[src/rtl/emg_pkg.sv]
// Shared EMG package-stream definitions for the assembler and the threshold cutter.
package emg_pkg;

    localparam int unsigned PACKAGE_NUM       = 4;
    localparam int unsigned PACKAGE_BIT_WIDTH = PACKAGE_NUM << 3;
    localparam logic [7:0]  HEADER_BYTE       = 8'hA5;
    localparam int unsigned ERR_CNT_W         = 16;

    typedef enum logic [1:0] {
        HUNT    = 2'd0,
        PAYLOAD = 2'd1,
        CHECK   = 2'd2
    } asm_state_e;

endpackage

[src/rtl/byte_gap_timer.sv]
// Inter-byte gap counter: flags a frame that has stalled for TIMEOUT_CYCLES cycles.
module byte_gap_timer #(
    parameter int unsigned TIMEOUT_CYCLES = 50000
) (
    input  logic clk,
    input  logic rst_n,
    input  logic i_en,
    input  logic i_clr,
    output logic o_expire_c
);

    localparam int unsigned    CNT_W    = $clog2(TIMEOUT_CYCLES);
    localparam logic [CNT_W-1:0] CNT_LAST = CNT_W'(TIMEOUT_CYCLES - 1);

    logic [CNT_W-1:0] r_cnt;

    // A byte in the threshold cycle clears the counter, so it beats the timeout.
    assign o_expire_c = i_en && !i_clr && (r_cnt == CNT_LAST);

    // Count idle cycles while a frame is open; hold at zero otherwise.
    always_ff @(posedge clk or negedge rst_n) begin
        if (!rst_n) begin
            r_cnt <= '0;
        end else if (!i_en || i_clr || o_expire_c) begin
            r_cnt <= '0;
        end else begin
            r_cnt <= r_cnt + 1'b1;
        end
    end

endmodule

[src/rtl/emg_package_assembler.sv]
// Frames the UART byte stream into checksummed EMG packages for the threshold cutter.
module emg_package_assembler
    import emg_pkg::*;
#(
    parameter int unsigned PACKAGE_NUM    = emg_pkg::PACKAGE_NUM,
    parameter logic [7:0]  HEADER_BYTE    = emg_pkg::HEADER_BYTE,
    parameter int unsigned TIMEOUT_CYCLES = 50000
) (
    input  logic                     clk,
    input  logic                     rst_n,
    input  logic [7:0]               byte_i,
    input  logic                     byte_valid,
    output logic [PACKAGE_NUM*8-1:0] package_o,
    output logic                     package_wen,
    output logic                     frame_err,
    output logic                     timeout_err,
    output logic [ERR_CNT_W-1:0]     err_cnt
);

    localparam int unsigned      PKG_W    = PACKAGE_NUM * 8;
    localparam int unsigned      IDX_W    = (PACKAGE_NUM > 1) ? $clog2(PACKAGE_NUM) : 1;
    localparam logic [IDX_W-1:0] LAST_IDX = IDX_W'(PACKAGE_NUM - 1);

    asm_state_e           r_state;
    asm_state_e           w_state_nxt;
    logic [IDX_W-1:0]     r_idx;
    logic [IDX_W-1:0]     w_idx_nxt;
    logic [7:0]           r_sum;
    logic [7:0]           w_sum_nxt;
    logic [PKG_W-1:0]     r_shadow;
    logic [PKG_W-1:0]     w_shadow_nxt;
    logic [PKG_W-1:0]     r_package;
    logic [PKG_W-1:0]     w_package_nxt;
    logic                 r_wen;
    logic                 w_wen_nxt;
    logic                 r_frame_err;
    logic                 w_frame_err_nxt;
    logic                 r_timeout_err;
    logic                 w_timeout_err_nxt;
    logic [ERR_CNT_W-1:0] r_err_cnt;
    logic [ERR_CNT_W-1:0] w_err_cnt_nxt;
    logic                 w_timer_en;
    logic                 w_expire_c;

    assign w_timer_en = (r_state != HUNT);

    byte_gap_timer #(
        .TIMEOUT_CYCLES(TIMEOUT_CYCLES)
    ) u_gap_timer (
        .clk       (clk),
        .rst_n     (rst_n),
        .i_en      (w_timer_en),
        .i_clr     (byte_valid),
        .o_expire_c(w_expire_c)
    );

    // Next-state, shadow fill, checksum compare and error pulses.
    always_comb begin
        w_state_nxt       = r_state;
        w_idx_nxt         = r_idx;
        w_sum_nxt         = r_sum;
        w_shadow_nxt      = r_shadow;
        w_package_nxt     = r_package;
        w_wen_nxt         = 1'b0;
        w_frame_err_nxt   = 1'b0;
        w_timeout_err_nxt = 1'b0;

        unique case (r_state)
            HUNT: begin
                if (byte_valid && (byte_i == HEADER_BYTE)) begin
                    w_state_nxt = PAYLOAD;
                    w_idx_nxt   = '0;
                    w_sum_nxt   = '0;
                end
            end
            PAYLOAD: begin
                // A header value here is ordinary payload; there is no resync.
                if (byte_valid) begin
                    for (int unsigned k = 0; k < PACKAGE_NUM; k++) begin
                        if (r_idx == IDX_W'(k)) begin
                            w_shadow_nxt[k*8 +: 8] = byte_i;
                        end
                    end
                    w_sum_nxt = r_sum + byte_i;
                    w_idx_nxt = IDX_W'(r_idx + 1'b1);
                    if (r_idx == LAST_IDX) begin
                        w_state_nxt = CHECK;
                    end
                end else if (w_expire_c) begin
                    w_state_nxt       = HUNT;
                    w_timeout_err_nxt = 1'b1;
                end
            end
            CHECK: begin
                if (byte_valid) begin
                    w_state_nxt = HUNT;
                    if (byte_i == r_sum) begin
                        w_package_nxt = r_shadow;
                        w_wen_nxt     = 1'b1;
                    end else begin
                        w_frame_err_nxt = 1'b1;
                    end
                end else if (w_expire_c) begin
                    w_state_nxt       = HUNT;
                    w_timeout_err_nxt = 1'b1;
                end
            end
            default: begin
                w_state_nxt = HUNT;
            end
        endcase

        w_err_cnt_nxt = r_err_cnt;
        if ((w_frame_err_nxt || w_timeout_err_nxt) && (r_err_cnt != '1)) begin
            w_err_cnt_nxt = r_err_cnt + 1'b1;
        end
    end

    // FSM state register.
    always_ff @(posedge clk or negedge rst_n) begin
        if (!rst_n) begin
            r_state <= HUNT;
        end else begin
            r_state <= w_state_nxt;
        end
    end

    // Frame datapath and registered outputs.
    always_ff @(posedge clk or negedge rst_n) begin
        if (!rst_n) begin
            r_idx         <= '0;
            r_sum         <= '0;
            r_shadow      <= '0;
            r_package     <= '0;
            r_wen         <= 1'b0;
            r_frame_err   <= 1'b0;
            r_timeout_err <= 1'b0;
            r_err_cnt     <= '0;
        end else begin
            r_idx         <= w_idx_nxt;
            r_sum         <= w_sum_nxt;
            r_shadow      <= w_shadow_nxt;
            r_package     <= w_package_nxt;
            r_wen         <= w_wen_nxt;
            r_frame_err   <= w_frame_err_nxt;
            r_timeout_err <= w_timeout_err_nxt;
            r_err_cnt     <= w_err_cnt_nxt;
        end
    end

    assign package_o   = r_package;
    assign package_wen = r_wen;
    assign frame_err   = r_frame_err;
    assign timeout_err = r_timeout_err;
    assign err_cnt     = r_err_cnt;

endmodule

[config.mk]
export PLATFORM = sky130hd
export DESIGN_NAME = emg_package_assembler
export DESIGN_NICKNAME = d
export VERILOG_FILES = /design/src/rtl/emg_pkg.sv /design/src/rtl/byte_gap_timer.sv /design/src/rtl/emg_package_assembler.sv
export SDC_FILE = /design/constraint.sdc
export NUM_CORES = 1
export LEC_CHECK = 0
export CAP_MARGIN = 20
export CORE_UTILIZATION = 55
export CTS_BUF_LIST = sky130_fd_sc_hd__clkbuf_8
export CTS_CLUSTER_SIZE = 16
export DETAILED_ROUTE_END_ITERATION = 6
export GPL_TIMING_DRIVEN = 0
export PLACE_DENSITY = 0.79
export SYNTH_ARGS = -nofsm -noshare
export SYNTH_HDL_FRONTEND = slang
export SYNTH_SLANG_ARGS = --single-unit
[constraint.sdc]
create_clock -name clk -period 3.1 [get_ports clk]
set_input_delay 0.31 -clock clk [delete_from_list [all_inputs] [get_ports clk]]
set_output_delay 0.31 -clock clk [all_outputs]
set_load 0.01 [all_outputs]
-- Word-level counts from Yosys, hierarchy flattened
Index checks and enable logic that the tools add are counted.
- add/sub/neg operators: 4
- equal/unequal tests: 12
- muxes and demuxes: 22
- reductions and logical operators: 21
- operator list (cell ; count):
    $add 16x1->16 const B ; 2
    $reduce_and 3->1 ; 6
    $eq 16x16->1 const B ; 1
    $mux 16 ; 1
    $mux 8 ; 2
    $ne 16x16->1 const B ; 1
    $pmux 8 s2 ; 1
    $mux 2 ; 7
    $mux 1 ; 9
    $add 8x8->8 ; 1
    $eq 8x8->1 ; 1
    $eq 8x8->1 const B ; 1
    $eq 2x2->1 const B ; 3
    $pmux 2 s3 ; 1
    $eq 2x1->1 const B ; 2
    $logic_and 1x1->1 ; 4
    $logic_not 2->1 ; 2
    $ne 2x2->1 const B ; 2
    $pmux 2 s2 ; 1
    $reduce_bool 2->1 ; 2
    $logic_or 1x1->1 ; 3
    $ne 3x3->1 const B ; 1
    $add 2x1->2 const B ; 1
    $logic_not 1->1 ; 2
    other kinds (2) ; 2
- flip-flop bits (word level): 111
- output and inout bits: 51

-- Depth between registers and ports, before layout
Gate-level depths: netlist of run 1.
- depth in word-level cells: 8
- mapped depth: 9
- mapped depth without buffers: 8

-- Cells and area by module
From an unflattened synthesis of run 1, not the netlist that was laid out.
- cells, all modules: 469
- area total of the unflattened synthesis: 5158.7 µm²
- by module, submodules not included (module ; times used ; cells each ; area each (µm²)):
    emg_package_assembler ; 1 ; 387 ; 4230.3
    byte_gap_timer ; 1 ; 82 ; 928.4

-- Least setup slack after synthesis of run 1
No wires, ideal clock.
- path kind: flip-flop to flip-flop
- start: register r_sum[5]
- end: register r_package[10], in the netlist package_o[10]
- library setup time: 0.125 ns
- data arrival time: 2.134 ns
- required time: 2.975 ns
- setup slack: 0.842 ns
- stages on the path, launching flop included: 7
- path buffers: 1
- clock period less this slack: 2.258 ns
- cell sequence: dfrtp_1 ha_1 nor4_1 nand3_1 nor2_1 clkbuf_1 mux2_2
- word-level cells in the longest chain between the ends: 2
- ends and longest elaborated chain (what ; line ; RTL):
    from (decl) ; emg_package_assembler.sv:28 ; logic [7:0] r_sum;
    from (signal assigned) ; emg_package_assembler.sv:141 ; r_sum <= w_sum_nxt;
    $eq 8x8->1 ; emg_package_assembler.sv:97 ; if (byte_i == r_sum) begin
    $reduce_and 3->1 (no source line) ; - ;
    to (signal assigned) ; emg_package_assembler.sv:143 ; r_package <= w_package_nxt;
    to (decl) ; emg_package_assembler.sv:32 ; logic [PKG_W-1:0] r_package;
No other way between the ends.
A chain may end at the register's enable or synchronous reset.

-- Final worst setup path of run 1
- start: input port byte_i[4]
- end: register r_package[16], in the netlist package_o[16]
- word-level cells in the longest chain between the ends: 2
- ends and longest elaborated chain (what ; line ; RTL):
    from (decl) ; emg_package_assembler.sv:11 ; input logic [7:0] byte_i,
    $eq 8x8->1 ; emg_package_assembler.sv:97 ;
    $reduce_and 3->1 (no source line) ; - ;
No other way between the ends.

==> results of run 1 <==
-- Yosys cell counts (3+ instances only) --
cell type	n	area (um^2)
nand4_1	10	62.6
or3_1	4	25.0
nand3_1	16	80.1
xnor2_1	22	193
and3_1	6	37.5
inv_1	11	41.3
mux2_2	67	754
clkbuf_1	9	33.8
nor3_1	3	15.0
nor2_1	23	86.3
nand2_1	26	97.6
nor2b_1	3	18.8
and2_1	4	25.0
o21ai_0	12	60.1
ha_1	17	213
xor2_1	11	96.3
dfrtp_1	111	2780
a22o_1	4	35.0
a21oi_1	8	40.0
-- sequential cells by signal (all words and copies together), names as in the netlist --
| signal | flops |
|---|---|
| u_gap_timer.r_cnt | 16 |
| r_shadow | 32 |
| r_sum | 8 |
| r_state | 2 |
| package_wen | 1 |
| frame_err | 1 |
| r_idx | 2 |
| err_cnt | 16 |
| timeout_err | 1 |
| package_o | 32 |
-- critical path: cells and delay by family --
kind / cells / cell delay, ns
simple gates: 3 / 1.01
buf+inv: 2 / 0.95
fa+ha+maj: 1 / 0.45
mux: 1 / 0.37
-- metal layers --
layer	GRT usage	share of wire	vias up
met1	0.288	0.48	1574
met3	0.0313	0.024	11
li1	-	-	1505
met5	0	0	-
met4	0.0735	0.016	0
met2	0.341	0.48	42
-- layout make-up --
class / instances / area, um^2 / area share
inverter: 11 / 41.3 / 0.00700
sequential: 111 / 2780 / 0.471
tap: 108 / 135 / 0.0229
timing repair buffer: 62 / 636 / 0.108
multi-input combinational: 256 / 2050 / 0.348
clock buffer: 9 / 124 / 0.0210
clock inverter: 7 / 81.3 / 0.0138
buffer: 11 / 52.6 / 0.00891
-- worst max path at each step --
stage,start,end,cells past startpoint
3_5_place_dp,byte_i[4],package_o[24],7
5_1_grt,byte_i[5],package_o[18],7
6_report,byte_i[4],package_o[16],7
2_1_floorplan,r_sum[5],package_o[10],6
3_3_place_gp,rst_n,u_gap_timer.r_cnt[10],1
4_1_cts,byte_i[4],package_o[16],7
-- power groups by stage --
| stage | registers [W] | logic [W] | clock network, W |
|---|---|---|---|
| floorplan | 0.00191 | 0.000786 | 0 |
| global placement | 0.00193 | 0.00102 | 0 |
| detailed placement | 0.00194 | 0.00107 | 0 |
| CTS | 0.00191 | 0.00108 | 0.000906 |
| global route | 0.00195 | 0.00121 | 0.000966 |
| finish | 0.00192 | 0.00107 | 0.000890 |
-- timing repair --
action	CTS	global route
gates resized for setup	0	4
hold buffers	1	0
hold endpoints to repair	30	0
setup endpoints to repair	0	20
-- per-stage QoR --
stage	util	TNS [ns]	cells	worst slack, ns	power [W]
5_1_grt	0.679	0	575	0.0325	0.00413
4_1_cts	0.679	0	575	0.120	0.00390
3_5_place_dp	0.654	-5.82	558	-0.261	0.00302
2_1_floorplan	-	0	389	0.842	0.00270
3_3_place_gp	0.652	-267.92	557	-2.36	0.00295
6_report	0.679	0	575	0.253	0.00388
-- cell families after synthesis --
| logic type | after synthesis | synth area share |
|---|---|---|
| simple gates | 105 | 0.113 |
| flops | 111 | 0.565 |
| compound gates | 33 | 0.0443 |
| fa+ha+maj | 18 | 0.0473 |
| mux | 67 | 0.153 |
| buf+inv | 22 | 0.0186 |
| xor+xnor | 33 | 0.0588 |
==> impl_metrics.toml, run 1 <==
[die]
initial_core_util = 0.567
rows = 34
ios = 62
die_w_um = 96.6
die_h_um = 96.6
design.core.area_mm2 = 0.00868
die-area_mm2 = 0.00932

[global_route]
grt_max_degree = 60
antenna_found_initial = 0
grt_use_total = 0.210
grt.overflow.total = 0
grt_pass1_wl_mm = 14.8
grt_pass1_vias = 3093

[finish]
area_delta_synth_final_pct = 19.9
antenna_cells = 0
layout_common_cells = "dfrtp_1, mux2_2, clkdlybuf4s50_1"
design_area_mm2 = 0.00590
fillerInstances = 653
drive_gt1_frac = 0.197
final_common_cell = "dfrtp_1"
fin_nets = 491

[timing]
max_freq_ghz = 0.351
maxSlewViolCount = 0
setup_viol = 0
period_share = 0.919
hold_slack_ns = 0.494
finClkSkew_ns = 0.0133
slew-limit-headroom = 0.544
max_slew.worst_pin.slew_ns = 0.685
rsz0062_at_grt = "no"
hold_viol = 0
min_period_ns = 2.85

[route]
dr.pass1.iters = 4
routed_wl_mm = 9.09
avgRoutedWirePerCell_um = 15.8
ant_nets = 0
drt-initial-drc-count = 57
vias_per_cell = 5.45
drc_errors = 0
vias = 3132

[setup_path]
critPathCaptureType = "flip-flop"
rr_worst_depth = 6
critPathRequiredTime_ns = 3.35
cp_max_fo = 10
r2r_end = "package_o[16]"
worstSetupPathType = "input pin to flip-flop"
rr_startpoint = "r_sum[5]"
arrival_ns = 3.10
reg2reg_slack_ns = 0.49
crit_slowest_cell = "clkdlybuf4s50_1"
critPathLaunchType = "input pin"
timing.critical_path.cells = "clkdlybuf4s50_1, ha_1, nor4_1, nand3_1, nor2_1, clkbuf_2, mux2_2"
slowest_delay_ns = 0.59

[placement]
gp_congestion = 0.785
place_area_mm2 = 0.00568
dp_hpwl_mm = 6.45
io_buffer_count = 60

[power]
power.share.sequential = 0.495
peakVddDrop_uv = 302
powerDensity_mw_per_mm2 = 657
p_switching_w = 0.00122
p_comb_frac = 0.275
swShare = 0.314
leakagePower_nw = 2.69
p_int_w = 0.00266
p_clk_frac = 0.230

[logic_synthesis]
synth_nets = 418
synth-seq-cells = 111
ys_warn_count = 0
synth-edff-count = 0
synthArstFlopShare = 1.00
synthCells = 389
ys_seq_area_frac = 0.565
ys.flop_type = "dfrtp_1"
netlist_area_mm2 = 0.00492
ys_types = 37
synth.avg_cell_area_um2 = 12.6

[hold_path]
hp-start = "byte_i[7]"
whs_endpoint = "r_shadow[23]"
hold_class = "input pin to flip-flop"
hold_depth = 2

[status]
status = "completed"

[clocking]
root_buffer = "clkbuf_8"
cts_sinks = 111
cts_tree = "built"
clkTransAtPathRegs_ns = 0.11
clkLatencyLatePin_ns = 0.37
h-tree-depth = 3
cts_made_buffers = 9
cts_setup_buffers = 0
clk_path_buf_depth = 2

[run]
drv_cap = 0
(Power assumes the default switching activity.)
==> run 2, diff against run 1 <==
SLEW_MARGIN = 20   (was not set)
==> run 2 against run 1 <==
Net effect: sequential power about the same; clock power down 0.4%; final cell count unchanged; final area about the same; sequential cell count unchanged; clock skew up 0.0029 ns; critical endpoint is now package_o[24]; critical path depth unchanged; sequential share of layout area about the same.
==> impl_metrics.toml, run 2 (same netlist as run 1, synthesis figures left out) <==
[route]
vias_per_cell = 5.55
dr.pass1.iters = 4
top_layer = "met4"
routed_wl_mm = 9.18
avgRoutedWirePerCell_um = 16.0
drt-initial-drc-count = 80
ant_nets = 0
wl_met3_um = 236
drc_errors = 0
vias = 3190
wl_met2_mm = 4.51
drt-met1-wl_mm = 4.27

[die]
design.core.area_mm2 = 0.00868
die_h_um = 96.6
die-area_mm2 = 0.00932
initial_core_util = 0.567
rows = 34
ios = 62
die_w_um = 96.6

[setup_path]
arrival_ns = 3.10
rr_startpoint = "r_sum[5]"
rr_worst_depth = 6
critPathRequiredTime_ns = 3.36
r2r_end = "package_o[24]"
cp_max_fo = 10
critPathCaptureType = "flip-flop"
worstSetupPathType = "input pin to flip-flop"
startpoint = "byte_i[4]"
reg2reg_slack_ns = 0.50
critPathLaunchType = "input pin"

[global_route]
grt_use_total = 0.211
grt_pass1_vias = 3149
antenna_found_initial = 0
grt_max_degree = 85
grt_pass1_wl_mm = 14.9
grt.overflow.total = 0

[power]
p_switching_w = 0.00122
power.share.sequential = 0.495
leakagePower_nw = 2.69
p_clk_frac = 0.228
p_comb_frac = 0.277
swShare = 0.314
powerDensity_mw_per_mm2 = 657
p_int_w = 0.00266
peakVddDrop_uv = 279

[clocking]
clkLatencyLatePin_ns = 0.37
cts_sinks = 111
root_buffer = "clkbuf_8"
h-tree-depth = 3
cts_tree = "built"
clkTransAtPathRegs_ns = 0.11
cts_made_buffers = 9
clk_path_buf_depth = 2

[timing]
period_share = 0.919
setup_ws_ns = 0.252
finClkSkew_ns = 0.0161
max_slew.worst_pin.slew_ns = 0.495
maxSlewViolCount = 0
max_freq_ghz = 0.351
min_period_ns = 2.85
slew-limit-headroom = 0.669
rsz0062_at_grt = "no"
setup_viol = 0
hold_viol = 0

[finish]
finalCoreUtilization = 0.680
layout_common_cells = "dfrtp_1, mux2_2, clkdlybuf4s50_1"
final_common_cell = "dfrtp_1"
drive_gt1_frac = 0.197
antenna_cells = 0
design_area_mm2 = 0.00590
fin_nets = 491
area_delta_synth_final_pct = 19.9

[placement]
place_area_mm2 = 0.00568
io_buffer_count = 60
dp_hpwl_mm = 6.42
pre_cts_slack_ns = -0.303
gp_congestion = 0.785

[status]
status = "completed"

[hold_path]
hold_class = "input pin to async pin"

[run]
drv_cap = 0
run 2: what timing repair did:
| action | in CTS | in global routing |
|---|---|---|
| endpoints found under the hold margin | 27 | 0 |
| endpoints found under the setup margin | 0 | 20 |
| hold buffers | 1 | 0 |
| buffers inserted | 0 | 0 |
| gates resized for setup | 0 | 4 |
run 2: worst max-delay path by stage:
stage                            end  cells after the start
2_1_floorplan          package_o[10]                      6
3_3_place_gp   u_gap_timer.r_cnt[10]                      1
3_5_place_dp           package_o[24]                      7
4_1_cts                package_o[23]                      7
5_1_grt                package_o[16]                      7
6_report               package_o[24]                      7
run 2: per-layer routing:
| metal | GRT usage | up-vias |
|---|---|---|
| met1 | 0.283 | 1617 |
| li1 | - | 1503 |
| met4 | 0.0846 | 0 |
| met5 | 0 | - |
| met3 | 0.0274 | 13 |
| met2 | 0.349 | 57 |
run 2: through the flow:
step                      hold WS (ns)  setup TNS (ns)  instances  power, W
final                            0.367               0        575   0.00388
after global routing             0.383               0        575   0.00413
after CTS                        0.363               0        575   0.00390
after detailed placement         0.195           -6.72        558   0.00302
after global placement           0.468         -267.92        557   0.00295
after floorplan                 0.0144               0        389   0.00270
run 2: worst max-delay path: stages:
cell and delay (ns):
clkdlybuf4s50_1 0.59, ha_1 0.45, nor4_1 0.44, nand3_1 0.12, nor2_1 0.43, clkbuf_2 0.37, mux2_2 0.38
run 2: area by class of cell:
class	count	area, um^2
Fill cell	661	2780
Sequential cell	111	2780
Multi-Input combinational cell	256	2050
Timing Repair Buffer	62	639
Tap cell	108	135
Clock buffer	9	124
Clock inverter	7	80.1
Buffer	11	52.6
Inverter	11	41.3
run 2: power groups by stage:
stage               registers [W]  logic (W)  clock network [W]
floorplan                 0.00191   0.000786                  0
global placement          0.00193    0.00102                  0
detailed placement        0.00194    0.00107                  0
CTS                       0.00192    0.00108           0.000906
global route              0.00196    0.00121           0.000964
finish                    0.00192    0.00107           0.000886
==> run 3, diff against run 2 <==
CORE_ASPECT_RATIO = 0.6   (was not set)
==> run 3 against run 2 <==
Net effect: via count is 0.22% higher; largest cell class unchanged; sequential share of layout area decreased by 0.14 points; sequential power about the same; critical path depth is the same.
==> impl_metrics.toml, run 3 (same netlist as run 1, synthesis figures left out) <==
[setup_path]
rr_startpoint = "r_sum[5]"
r2r_end = "package_o[29]"
startpoint = "byte_i[4]"
critPathCaptureType = "flip-flop"
arrival_ns = 3.09
rr_worst_depth = 6
critPathRequiredTime_ns = 3.35
critPathLaunchType = "input pin"
crit_path_end = "package_o[29]"
worstSetupPathType = "input pin to flip-flop"
cp_max_fo = 10
reg2reg_slack_ns = 0.47

[clocking]
cts_sinks = 111
clkLatencyLatePin_ns = 0.37
cts_tree = "built"
cts_made_buffers = 9
h-tree-depth = 3
clkTransAtPathRegs_ns = 0.10
clk_path_buf_depth = 2
root_buffer = "clkbuf_8"
cts_setup_buffers = 0

[route]
drt-initial-drc-count = 155
ant_nets = 0
dr.pass1.iters = 4
vias = 3197
avgRoutedWirePerCell_um = 16.7
vias_per_cell = 5.52
drc_errors = 0
routed_wl_mm = 9.68

[run]
drv_cap = 0

[timing]
slew-limit-headroom = 0.672
min_period_ns = 2.84
period_share = 0.917
rsz0062_at_grt = "no"
max_slew.worst_pin.slew_ns = 0.490
hold_slack_ns = 0.426
hold_viol = 0
setup_ws_ns = 0.257
finClkSkew_ns = 0.0134
maxSlewViolCount = 0
setup_viol = 0
max_freq_ghz = 0.352

[power]
peakVddDrop_uv = 453
leakagePower_nw = 2.70
power_w = 0.00392
powerDensity_mw_per_mm2 = 663

[die]
ios = 62
die_w_um = 124
initial_core_util = 0.573
design.core.area_mm2 = 0.00859
die-area_mm2 = 0.00934
die_h_um = 75.3
rows = 26

[global_route]
grt_pass1_wl_mm = 15.9
grt_max_degree = 65
grt_pass1_vias = 3164
grt.overflow.total = 0
grt_use_total = 0.232
antenna_found_initial = 0

[status]
status = "completed"

[finish]
final_common_cell = "dfrtp_1"
design_area_mm2 = 0.00592
drive_gt1_frac = 0.199
fin_nets = 491
area_delta_synth_final_pct = 20.3
antenna_cells = 0
layout_common_cells = "dfrtp_1, mux2_2, clkdlybuf4s50_1"

[placement]
io_buffer_count = 60
pre_cts_slack_ns = -0.324
gp_congestion = 0.817
dp_hpwl_mm = 6.91
place_area_mm2 = 0.00569

[hold_path]
hold_class = "input pin to async pin"
==> run 3: repair_timing <==
action	4_1_cts	5_1_grt
endpoints found under the hold margin	47	0
hold buffers	1	0
resized for setup	0	4
setup endpoints to repair	0	20
==> run 3: power by group <==
group,switching (W),internal [W]
Clock,0.000475,0.000442
Sequential,0.000184,0.00174
Combinational,0.000550,0.000532
Total,0.00121,0.00272
==> run 3: per-stage QoR <==
stage	TNS, ns	util	instances
after global routing	0	0.689	579
after global placement	-264.62	0.659	561
after floorplan	0	-	389
after CTS	0	0.689	579
final	0	0.689	579
after detailed placement	-7.18	0.662	562
==> run 3: critical path, stage by stage <==
cell             delay (ns)
clkdlybuf4s50_1        0.59
ha_1                   0.45
nor4_1                 0.44
nand3_1                0.12
nor2_1                 0.42
clkbuf_2               0.36
mux2_2                 0.38
==> run 3: cell type report <==
class | count | area (um^2)
tap | 112 | 140
buffer | 11 | 52.6
sequential | 111 | 2780
clock inverter | 4 | 51.3
inverter | 11 | 41.3
multi-input combinational | 256 | 2050
fill | 629 | 2670
timing repair buffer | 62 | 639
clock buffer | 12 | 165
==> run 3: per-layer routing <==
layer / vias to the layer above / track usage / share of wire
met5: - / 0 / 0
met4: 0 / 0.0794 / 0.013
met3: 9 / 0.0523 / 0.048
met2: 84 / 0.360 / 0.45
met1: 1592 / 0.327 / 0.49
li1: 1512 / - / -
==> run 3: worst min-delay path by stage <==
stage	start	to	slack (ns)	cells past startpoint
final	rst_n	err_cnt[0]	0.43	2
after global routing	rst_n	err_cnt[0]	0.48	2
after CTS	rst_n	err_cnt[0]	0.44	2
after detailed placement	rst_n	err_cnt[0]	0.27	1
after global placement	r_sum[0]	r_sum[0]	0.47	2
after floorplan	rst_n	err_cnt[0]	0.01	0
